<file path="src/rtl/cu_seq_pkg.sv">
// Shared definitions for the cu_seq control unit: state encodings, opcodes
// and ALU operation codes used by cu_seq_param and its flag register.
package cu_seq_pkg;

    localparam logic [3:0] OP_ADD  = 4'd0;
    localparam logic [3:0] OP_SUB  = 4'd1;
    localparam logic [3:0] OP_CMP  = 4'd2;
    localparam logic [3:0] OP_MOV  = 4'd3;
    localparam logic [3:0] OP_SHL  = 4'd4;
    localparam logic [3:0] OP_SHR  = 4'd5;
    localparam logic [3:0] OP_INC  = 4'd6;
    localparam logic [3:0] OP_DEC  = 4'd7;
    localparam logic [3:0] OP_LD   = 4'd8;
    localparam logic [3:0] OP_STO  = 4'd9;
    localparam logic [3:0] OP_LDI  = 4'd10;
    localparam logic [3:0] OP_HALT = 4'd11;
    localparam logic [3:0] OP_JE   = 4'd12;
    localparam logic [3:0] OP_JNE  = 4'd13;
    localparam logic [3:0] OP_JC   = 4'd14;
    localparam logic [3:0] OP_JMP  = 4'd15;

    // Execute states share their encoding with the opcode (MSB clear), so
    // DECODE can jump straight to {1'b0, opcode}.
    localparam logic [4:0] ENC_ADD     = {1'b0, OP_ADD};
    localparam logic [4:0] ENC_SUB     = {1'b0, OP_SUB};
    localparam logic [4:0] ENC_CMP     = {1'b0, OP_CMP};
    localparam logic [4:0] ENC_MOV     = {1'b0, OP_MOV};
    localparam logic [4:0] ENC_SHL     = {1'b0, OP_SHL};
    localparam logic [4:0] ENC_SHR     = {1'b0, OP_SHR};
    localparam logic [4:0] ENC_INC     = {1'b0, OP_INC};
    localparam logic [4:0] ENC_DEC     = {1'b0, OP_DEC};
    localparam logic [4:0] ENC_LD      = {1'b0, OP_LD};
    localparam logic [4:0] ENC_STO     = {1'b0, OP_STO};
    localparam logic [4:0] ENC_LDI     = {1'b0, OP_LDI};
    localparam logic [4:0] ENC_HALT    = {1'b0, OP_HALT};
    localparam logic [4:0] ENC_JE      = {1'b0, OP_JE};
    localparam logic [4:0] ENC_JNE     = {1'b0, OP_JNE};
    localparam logic [4:0] ENC_JC      = {1'b0, OP_JC};
    localparam logic [4:0] ENC_JMP     = {1'b0, OP_JMP};
    localparam logic [4:0] ENC_RESET   = 5'd16;
    localparam logic [4:0] ENC_FETCH   = 5'd17;
    localparam logic [4:0] ENC_DECODE  = 5'd18;
    localparam logic [4:0] ENC_ILLEGAL = 5'd19;

    typedef enum logic [4:0] {
        ST_ADD     = ENC_ADD,
        ST_SUB     = ENC_SUB,
        ST_CMP     = ENC_CMP,
        ST_MOV     = ENC_MOV,
        ST_SHL     = ENC_SHL,
        ST_SHR     = ENC_SHR,
        ST_INC     = ENC_INC,
        ST_DEC     = ENC_DEC,
        ST_LD      = ENC_LD,
        ST_STO     = ENC_STO,
        ST_LDI     = ENC_LDI,
        ST_HALT    = ENC_HALT,
        ST_JE      = ENC_JE,
        ST_JNE     = ENC_JNE,
        ST_JC      = ENC_JC,
        ST_JMP     = ENC_JMP,
        ST_RESET   = ENC_RESET,
        ST_FETCH   = ENC_FETCH,
        ST_DECODE  = ENC_DECODE,
        ST_ILLEGAL = ENC_ILLEGAL
    } state_t;

    localparam logic [2:0] ALU_PASS = 3'd0;
    localparam logic [2:0] ALU_MEM  = 3'd1;
    localparam logic [2:0] ALU_ADD  = 3'd2;
    localparam logic [2:0] ALU_SUB  = 3'd3;
    localparam logic [2:0] ALU_INC  = 3'd4;
    localparam logic [2:0] ALU_DEC  = 3'd5;
    localparam logic [2:0] ALU_SHR  = 3'd6;
    localparam logic [2:0] ALU_SHL  = 3'd7;

endpackage

</file>
<file path="src/rtl/cu_seq_flags.sv">
// Processor status flags (N, Z, C) captured from the ALU when ld_en is high.
module cu_seq_flags (
    input  logic clk,
    input  logic reset,
    input  logic ld_en,
    input  logic n,
    input  logic z,
    input  logic c,
    output logic ps_n,
    output logic ps_z,
    output logic ps_c
);

    // Capture the ALU flags at the end of a flag-setting instruction, else hold.
    always_ff @(posedge clk or posedge reset) begin
        if (reset) begin
            {ps_n, ps_z, ps_c} <= 3'b000;
        end else if (ld_en) begin
            {ps_n, ps_z, ps_c} <= {n, z, c};
        end
    end

endmodule

</file>
<file path="src/rtl/cu_seq_param.sv">
// Multi-cycle control sequencer: FETCH, DECODE, one execute state per opcode.
// Optional macro CU_SEQ_MEM_WAIT_EN: when defined, FETCH/LD/STO/LDI stall
// until mem_rdy; when undefined, mem_rdy is ignored and memory is always ready.
module cu_seq_param
    import cu_seq_pkg::*;
#(
    parameter int          RA_W         = 3,
    parameter int          ALU_W        = 4,
    parameter logic [15:0] ILLEGAL_MASK = 16'h0000
) (
    input  logic             clk,
    input  logic             reset,
    input  logic [15:0]      ir,
    input  logic             n,
    input  logic             z,
    input  logic             c,
    input  logic             mem_rdy,
    input  logic             resume,
    output logic [RA_W-1:0]  w_adr,
    output logic [RA_W-1:0]  r_adr,
    output logic [RA_W-1:0]  s_adr,
    output logic             adr_sel,
    output logic             s_sel,
    output logic             pc_ld,
    output logic             pc_inc,
    output logic             pc_sel,
    output logic             ir_ld,
    output logic             mw_en,
    output logic             rw_en,
    output logic [ALU_W-1:0] alu_op,
    output logic [7:0]       status,
    output logic             halted,
    output logic             trap
);

    generate
        if (RA_W < 1 || 3 * RA_W > 12) begin : g_bad_ra_w
            $error("cu_seq_param: RA_W must satisfy 1 <= RA_W and 3*RA_W <= 12");
        end
        if (ALU_W < 4) begin : g_bad_alu_w
            $error("cu_seq_param: ALU_W must be at least 4");
        end
    endgenerate

    state_t          state;
    state_t          next_state;
    logic            mem_ok;
    logic            flag_ld;
    logic            ps_n;
    logic            ps_z;
    logic            ps_c;
    logic [3:0]      opcode;
    logic [RA_W-1:0] fld_w;
    logic [RA_W-1:0] fld_r;
    logic [RA_W-1:0] fld_s;
    logic [7:0]      exec_status;
    logic            unused_ir;

    assign opcode      = ir[15:12];
    assign fld_w       = ir[3*RA_W-1:2*RA_W];
    assign fld_r       = ir[2*RA_W-1:RA_W];
    assign fld_s       = ir[RA_W-1:0];
    assign exec_status = {ps_n, ps_z, ps_c, 1'b0, opcode};
    assign unused_ir   = ^ir;

`ifdef CU_SEQ_MEM_WAIT_EN
    assign mem_ok = mem_rdy;
`else
    logic unused_mem_rdy;
    assign unused_mem_rdy = mem_rdy;
    assign mem_ok         = 1'b1;
`endif

    cu_seq_flags u_flags (
        .clk   (clk),
        .reset (reset),
        .ld_en (flag_ld),
        .n     (n),
        .z     (z),
        .c     (c),
        .ps_n  (ps_n),
        .ps_z  (ps_z),
        .ps_c  (ps_c)
    );

    // State register; reset returns to RESET from anywhere, even mid-wait.
    always_ff @(posedge clk or posedge reset) begin
        if (reset) begin
            state <= ST_RESET;
        end else begin
            state <= next_state;
        end
    end

    // Next-state sequencing, including memory stalls and the HALT/ILLEGAL sinks.
    always_comb begin
        next_state = state;
        case (state)
            ST_RESET:   next_state = ST_FETCH;
            ST_FETCH:   if (mem_ok) next_state = ST_DECODE;
            ST_DECODE:  begin
                if (ILLEGAL_MASK[opcode]) begin
                    next_state = ST_ILLEGAL;
                end else begin
                    next_state = state_t'({1'b0, opcode});
                end
            end
            ST_LD, ST_STO, ST_LDI: if (mem_ok) next_state = ST_FETCH;
            ST_HALT:    if (resume) next_state = ST_FETCH;
            ST_ILLEGAL: next_state = ST_ILLEGAL;
            default:    next_state = ST_FETCH;
        endcase
    end

    // Moore control word per state; memory-side strobes qualified by mem_ok.
    always_comb begin
        w_adr   = '0;
        r_adr   = '0;
        s_adr   = '0;
        adr_sel = 1'b0;
        s_sel   = 1'b0;
        pc_ld   = 1'b0;
        pc_inc  = 1'b0;
        pc_sel  = 1'b0;
        ir_ld   = 1'b0;
        mw_en   = 1'b0;
        rw_en   = 1'b0;
        alu_op  = '0;
        status  = exec_status;
        halted  = 1'b0;
        trap    = 1'b0;
        flag_ld = 1'b0;
        case (state)
            ST_RESET:   status = 8'hFF;
            ST_FETCH:   begin
                status = 8'h80;
                ir_ld  = mem_ok;
                pc_inc = mem_ok;
            end
            ST_DECODE:  status = 8'hC0;
            ST_ILLEGAL: begin
                status = 8'hF0;
                trap   = 1'b1;
            end
            ST_ADD:     begin
                w_adr = fld_w; r_adr = fld_r; s_adr = fld_s;
                rw_en = 1'b1; alu_op = ALU_W'(ALU_ADD); flag_ld = 1'b1;
            end
            ST_SUB:     begin
                w_adr = fld_w; r_adr = fld_r; s_adr = fld_s;
                rw_en = 1'b1; alu_op = ALU_W'(ALU_SUB); flag_ld = 1'b1;
            end
            ST_CMP:     begin
                r_adr = fld_r; s_adr = fld_s;
                alu_op = ALU_W'(ALU_SUB); flag_ld = 1'b1;
            end
            ST_MOV:     begin
                w_adr = fld_w; r_adr = fld_s; rw_en = 1'b1; alu_op = ALU_W'(ALU_PASS);
            end
            ST_SHL:     begin
                w_adr = fld_w; r_adr = fld_s; rw_en = 1'b1;
                alu_op = ALU_W'(ALU_SHL); flag_ld = 1'b1;
            end
            ST_SHR:     begin
                w_adr = fld_w; r_adr = fld_s; rw_en = 1'b1;
                alu_op = ALU_W'(ALU_SHR); flag_ld = 1'b1;
            end
            ST_INC:     begin
                w_adr = fld_w; r_adr = fld_s; rw_en = 1'b1;
                alu_op = ALU_W'(ALU_INC); flag_ld = 1'b1;
            end
            ST_DEC:     begin
                w_adr = fld_w; r_adr = fld_s; rw_en = 1'b1;
                alu_op = ALU_W'(ALU_DEC); flag_ld = 1'b1;
            end
            ST_LD:      begin
                w_adr = fld_w; r_adr = fld_s; adr_sel = 1'b1; s_sel = 1'b1;
                rw_en = mem_ok; alu_op = ALU_W'(ALU_MEM);
            end
            ST_STO:     begin
                r_adr = fld_w; s_adr = fld_s; adr_sel = 1'b1;
                mw_en = mem_ok; alu_op = ALU_W'(ALU_MEM);
            end
            ST_LDI:     begin
                w_adr = fld_w; s_sel = 1'b1; pc_inc = mem_ok; rw_en = mem_ok;
            end
            ST_HALT:    begin
                halted = 1'b1; alu_op = '1;
            end
            ST_JE:      pc_ld = ps_z;
            ST_JNE:     pc_ld = ~ps_z;
            ST_JC:      pc_ld = ps_c;
            ST_JMP:     begin
                r_adr = fld_s; pc_ld = 1'b1; pc_sel = 1'b1;
            end
            default:    status = 8'hFF;
        endcase
    end

endmodule

</file>
<file path="config.mk">
export PLATFORM = sky130hd
export DESIGN_NAME = cu_seq_param
export DESIGN_NICKNAME = d
export VERILOG_FILES = /design/src/rtl/cu_seq_pkg.sv /design/src/rtl/cu_seq_flags.sv /design/src/rtl/cu_seq_param.sv
export SDC_FILE = /design/constraint.sdc
export NUM_CORES = 1
export LEC_CHECK = 0
export BUFFER_PORTS_ARGS = -buffer_cell sky130_fd_sc_hd__clkbuf_2
export CORE_ASPECT_RATIO = 1.75
export CORE_MARGIN = 5
export CORE_UTILIZATION = 40
export CTS_CLUSTER_SIZE = 10
export DETAILED_ROUTE_END_ITERATION = 8
export PLACE_DENSITY_LB_ADDON = 0.15
export SKIP_CTS_REPAIR_TIMING = 1
export SYNTH_ARGS = -nofsm -noshare
export SYNTH_HDL_FRONTEND = slang
export SYNTH_HIERARCHICAL = 1
export SYNTH_SLANG_ARGS = --single-unit
</file>
<file path="constraint.sdc">
create_clock -name clk -period 3.9 [get_ports clk]
set_input_delay 0.195 -clock clk [delete_from_list [all_inputs] [get_ports clk]]
set_output_delay 0.195 -clock clk [all_outputs]
set_load 0.01 [all_outputs]
</file>
==> metrics.yaml, run 1 <==
run_status:
  status: "finished clean"
placed_design:
  pre_cts_ws_ns: 2.05
  detailed_place_hpwl_um: 1910
  portBuffers: 49
  place_area_mm2: 0.00113
  routabilityCongestion: 0.739
worst_setup_path:
  crit_path_end: "r_adr[2]"
  criticalPathCategory: "reg -> out"
  reg2reg_depth: 3
  cp-startpoint: "state[0]"
  cp_max_fo: 19
  critPathLaunchType: "flip-flop"
  arrival_ns: 1.91
  critPathSlowestCell: "dfrtp_1"
  regToRegStartpoint: "state[4]"
  cpPeakStageDelay_ns: 0.77
  critPathCaptureType: "primary output"
  reg2reg_slack_ns: 2.05
  rr_endpoint: "u_flags/ps_z"
  required_ns: 3.70
  path_cells: "nor2b_1 -> a32oi_1 -> o21ai_1 -> clkbuf_2"
die:
  ios: 54
  die_h_um: 74.2
  die_w_um: 46.7
  fp-row-count: 23
  dieArea_mm2: 0.00346
  coreArea_mm2: 0.00227
  start_util_pct: 41.4
route:
  wl_per_cell_um: 13.7
  drt_iter0_drc: 11
  vias: 978
  vias_per_cell: 5.43
  routed_wl_um: 2460
  ant_nets: 0
  firstDrtPassIters: 4
  drc: 0
pwr:
  switching_power_uw: 386
  p_leak_uw: 0.000572
  cell_internal_pwr_uw: 410
  pwr-share-comb_pct: 57.5
  switching_share_pct: 48.5
  pwr-share-clk_pct: 13.5
  p_per_area_mw_per_mm2: 670
  irDropWorstVdd_mv: 0.361
  seq_power_share_pct: 29.0
logic_synthesis:
  synth_fa_ha_area_share_pct: 0
  avgSynthCellArea_um2: 8.41
  synth_ff_type: "dfrtp_1"
  synth_xor_area_share_pct: 0.930
  ys_warn_count: 6
  syn_nets: 135
  synthMuxAreaShare_pct: 5.84
  synth_edf_count: 0
  synth_seq_cells: 8
  syn_inst: 112
  synth-compound-area-share_pct: 26.8
  synthArstFlopShare_pct: 100
  synth.distinct_cells: 46
  synth_top_family_by_area: "simple AND/OR/NAND/NOR gates"
  syn-cell-area_um2: 942
  ys_seq_area_share_pct: 21.4
  synth-simple-area-share_pct: 32.0
grt:
  grt_antenna_before_repair: 0
  grt_pass1_wl_um: 4130
  grt_max_degree: 23
  grt_usage_pct: 15.8
  first_global_vias: 924
  grt_overflow: 0
sta:
  setup_ws_ns: 1.79
  setup_tns_ns: 0
  relSlewSlack_pct: 49.0
  clock-skew-final_ns: 0.00415
  rsz0062_at_grt: "no"
  fin_crit_ns: 2.11
  post-route-period-util_pct: 54.0
  fmax_mhz: 475
  setup_violations: 0
  final_hold_viol_count: 0
  maxSlewViolCount: 0
  worst_pin_slew_ns: 0.766
clock_tree:
  clk_pin_slew_ns: 0.04
  clockBufferDepth: 2
  clk_latency_ns: 0.23
  tritoncts: "built"
  clock-sinks: 8
  root_buffer: "clkbuf_8"
  htreeDepth: 1
  numCtsBuffers: 3
finish:
  fillers: 236
  nets: 179
  area_delta_synth_final_pct: 26.2
  final_cell_area_mm2: 0.00119
  n_antenna_cell: 0
  drive_above_1_share_pct: 45.8
flow_run:
  cap_viol_max_count: 0
hold_path:
  hold_path.class: "in -> reg"
-- synthesized netlist by cell type (all sizes together), types with 2 or more instances --
cell type	instances	area share, %
nor2	12	5.3
o21ai	11	5.8
buf	10	8.6
inv	9	3.6
and2	8	5.3
dfrtp	7	19
a21oi	4	2.1
mux2	4	4.8
nand2	4	1.6
nor2b	4	2.7
a32oi	3	2.8
nand3	3	2.1
nor3	3	3.2
nor4b	3	4.1
a221oi	2	3.7
and3	2	1.3
nor3b	2	2.1
o21a	2	1.6
or2	2	1.3
-- sequential cells by signal (all words and copies together) (netlist names) --
signal,flops
state,5
u_flags/ps_z,1
u_flags/ps_n,1
u_flags/ps_c,1
-- kinds of logic after synthesis --
kind of cell,Yosys count
xor+xnor,1
mux,5
flops,8
compound gates,31
simple gates,46
buf+inv,21
-- worst max-delay path, delay by kind of cell, from the launching register on --
kind,cells,cell delay (ns)
buffers and inverters,1,0.14
AND/OR/NAND/NOR,1,0.49
AO/OA/AOI/OAI,2,0.27
flip-flops,1,0.77
-- per-stage QoR --
step	total power [uW]	utilization, %	instances	hold WS (ns)
after floorplan	570	-	112	-0.0514
after global placement	688	49.9	175	0.0630
after detailed placement	694	49.9	175	0.0688
after CTS	805	51.8	179	-0.182
after global routing	869	52.3	180	0.193
final	796	52.3	180	0.188
-- cell type report --
class | instances | area, um2 | area share [%]
inverters | 10 | 37.5 | 3.16
well taps | 25 | 31.3 | 2.63
clock buffers | 4 | 45.0 | 3.79
repair buffers | 50 | 255 | 21.5
flip-flops and latches | 8 | 201 | 16.9
multi-input cells | 83 | 618 | 52.0
-- layout by cell type (no fill, tap or decap), drive strengths merged, types with 3 or more instances in the layout --
| master | n |
|---|---|
| nand2 | 4 |
| nor2 | 12 |
| nor2b | 4 |
| a21oi | 4 |
| inv | 9 |
| nor4b | 3 |
| nand3 | 3 |
| and2 | 8 |
| clkbuf | 53 |
| a32oi | 3 |
| dfrtp | 7 |
| nor3 | 3 |
| o21ai | 11 |
| mux2 | 4 |
-- power by group through the flow --
stage / Combinational, uW / Sequential [uW] / Clock [uW]
finish: 457 / 231 / 107
global route: 508 / 245 / 116
CTS: 463 / 231 / 111
detailed placement: 462 / 232 / 0
global placement: 457 / 231 / 0
floorplan: 434 / 137 / 0
-- how the worst min path moves through the flow --
stage | startpoint | to | cells after the start | slack (ns)
after floorplan | reset | u_flags/ps_c | 1 | -0.05
after CTS | reset | u_flags/ps_n | 2 | -0.18
after global routing | n | u_flags/ps_n | 2 | 0.19
final | n | u_flags/ps_n | 2 | 0.19
after global placement | reset | u_flags/ps_n | 2 | 0.06
after detailed placement | reset | u_flags/ps_n | 2 | 0.07
-- per-layer routing --
metal | wire length (um) | vias up | global-route usage (%) | part of all wire [%]
li1 | - | 485 | - | -
met1 | 933 | 459 | 18.8 | 38
met2 | 1350 | 32 | 26.4 | 55
met3 | 148 | 2 | 4.84 | 6.0
met4 | 28 | 0 | 5.54 | 1.1
met5 | 0 | - | 0 | 0
Power figures use the tool's default switching activity.
==> run 2, diff against run 1 <==
Settings changed: ABC_AREA from default to 1, CORE_ASPECT_RATIO 1.75 to default, CORE_UTILIZATION 40 to 36.
Clock period 3.9 ns to 1.7 ns, I/O delays scaled along.
==> run 2 against run 1 <==
Effect of this change: clock power grew 46%; via count increased by 5.4%; design area grew 1.9%; critical path depth up 2; first-iteration DRC count grew to 3.2 times the previous value; flip-flop and latch count stayed put; synthesized cell count up 18%; register-to-register slack got worse by 1.7 ns; clock skew rose by 0.0021 ns; power rose to 2.9 times the previous value; worst hold slack worse by 0.15 ns; critical path type unchanged; critical endpoint is now status[6].
==> metrics.yaml, run 2 <==
die:
  die_w_um: 56.5
  start_util_pct: 38.8
  dieArea_mm2: 0.00319
  coreArea_mm2: 0.00200
  die_h_um: 56.5
  fp-row-count: 16
  ios: 54
placed_design:
  portBuffers: 49
  place_area_mm2: 0.00105
  detailed_place_hpwl_um: 1860
  routabilityCongestion: 0.873
  post-place-cells: 207
  pre_cts_ws_ns: 0.213
logic_synthesis:
  ys_warn_count: 6
  yosysTopAreaCellShare_pct: 22.5
  yosysTopAreaCell: "dfrtp_1"
  ys_seq_area_share_pct: 25.9
  syn_nets: 155
  synth_ff_type: "dfrtp_1"
  ys_top_cells_by_count: "nand2_1 (38), inv_1 (24), nand3_1 (12), nor2_1 (12), inv_2 (8)"
  synthArstFlopShare_pct: 100
  synth.distinct_cells: 21
  synth_area_leaders: "dfrtp_1 (23%), nand2_1 (18%), inv_1 (12%), nand3_1 (7.7%), nor2_1 (5.8%)"
  synth_edf_count: 0
  avgSynthCellArea_um2: 5.89
  synth_seq_cells: 8
  syn_inst: 132
  yosysMostFrequentCell: "nand2_1"
  syn-cell-area_um2: 777
sta:
  post-route-period-util_pct: 97.8
  setup_violations: 0
  relSlewSlack_pct: 82.4
  fmax_mhz: 601
  worst_pin_slew_ns: 0.262
  rsz0062_at_grt: "yes"
  final_hold_viol_count: 0
  maxSlewViolCount: 0
  hold-worst-slack_ns: 0.0327
  setup_ws_ns: 0.0366
  setup_tns_ns: 0
  clock-skew-final_ns: 0.00625
  fin_crit_ns: 1.66
pwr:
  p_per_area_mw_per_mm2: 1910
  cell_internal_pwr_uw: 1070
  switching_power_uw: 1250
  seq_power_share_pct: 17.8
  p_leak_uw: 0.000768
  irDropWorstVdd_mv: 1.27
  pwr-share-clk_pct: 6.8
  pwr-share-comb_pct: 75.5
  switching_share_pct: 53.8
worst_setup_path:
  reg2reg_slack_ns: 0.35
  critPathCaptureType: "primary output"
  reg2reg_depth: 8
  critPathLaunchType: "flip-flop"
  regToRegStartpoint: "state[3]"
  cp_max_fo: 7
  criticalPathCategory: "reg -> out"
  arrival_ns: 1.58
  required_ns: 1.62
  rr_endpoint: "u_flags/ps_n"
finish:
  fin_cells: 219
  layout_commonest_cell: "clkbuf_2"
  final_cell_mix: "clkbuf_2 (49), nand2_1 (34), inv_1 (24), nor2_1 (11), nand3_1 (8)"
  area_delta_synth_final_pct: 55.9
  regMostFlops: "state"
  nets: 216
  largest_reg_flops: 5
  final_cell_area_mm2: 0.00121
  n_antenna_cell: 0
  fillers: 216
  drive_above_1_share_pct: 46.4
route:
  firstDrtPassIters: 4
  drc: 0
  vias_per_cell: 4.71
  routed_wl_um: 2450
  drt_iter0_drc: 35
  ant_nets: 0
  wl_per_cell_um: 11.2
  vias: 1031
grt:
  grt_overflow: 0
  grt_antenna_before_repair: 0
  grt_max_degree: 11
  grt_pass1_wl_um: 3700
  grt_usage_pct: 13.9
  first_global_vias: 939
hold_path:
  whs_path_depth: 3
  hp-start: "z"
  hold_path_end: "u_flags/ps_z"
  hold_path.class: "in -> reg"
flow_run:
  cap_viol_max_count: 0
clock_tree:
  clk_latency_ns: 0.25
  clk_pin_slew_ns: 0.06
  root_buffer: "clkbuf_4"
  clock-sinks: 8
  tritoncts: "built"
  numCtsBuffers: 3
  clockBufferDepth: 2
  htreeDepth: 1
run_status:
  status: "finished clean"
run 2: cell count changes after synthesis, sizes merged, moves of 4 or more:
cell / before / now
and2: 8 / 0
nand3: 3 / 15
buf: 10 / 2
o21ai: 11 / 5
inv: 9 / 32
mux2: 4 / 0
nor2b: 4 / 0
nand2: 4 / 38
run 2: worst max-delay path by stage:
| stage | slack (ns) | cells after the start | to | start |
|---|---|---|---|---|
| final | 0.04 | 6 | status[6] | state[3] |
| after global placement | 0.25 | 6 | w_adr[2] | state[4] |
| after floorplan | 0.40 | 5 | rw_en | state[4] |
| after detailed placement | 0.21 | 6 | w_adr[2] | state[4] |
| after global routing | -0.05 | 6 | status[5] | state[3] |
| after CTS | -0.06 | 6 | w_adr[2] | state[4] |
run 2: power by group through the flow:
stage	combinational [uW]	clock, uW	sequential (uW)
floorplan	991	0	361
global placement	1460	0	412
detailed placement	1480	0	410
CTS	1490	160	407
global route	1940	168	423
finish	1750	156	412
run 2: cells by family after synthesis:
| kind of cell | Yosys count | synth area share (%) |
|---|---|---|
| flip-flops | 8 | 25.9 |
| AO/OA/AOI/OAI | 13 | 9.82 |
| AND/OR/NAND/NOR | 77 | 47.5 |
| buffers and inverters | 34 | 16.7 |
run 2: cell type report:
class                           instances  area (um2)  area share [%]
Sequential cell                         8         205            16.9
Inverter                               32         123            10.1
Tap cell                               27        33.8            2.79
Timing Repair Buffer                   58         319            26.3
Multi-Input combinational cell         90         504            41.6
Clock buffer                            4        26.3            2.17
run 2: worst max-delay path, stage by stage (launching register included):
cell and delay, ns:
dfrtp_2 0.44, nor2_4 0.20, buf_4 0.18, nand3_2 0.12, nand3_4 0.15, nand4_1 0.10, clkbuf_2 0.15
run 2: through the flow:
| stage | util [%] | total power, uW |
|---|---|---|
| after CTS | 53.9 | 2060 |
| after detailed placement | 52.6 | 1890 |
| after global placement | 52.6 | 1870 |
| final | 60.5 | 2320 |
| after floorplan | - | 1350 |
| after global routing | 60.5 | 2530 |
run 2: layer usage:
metal	wire length (um)	vias up	GRT usage [%]
li1	-	530	-
met1	993	451	16.5
met2	1230	46	23.1
met3	201	4	3.90
met4	29	0	5.76
met5	0	-	0
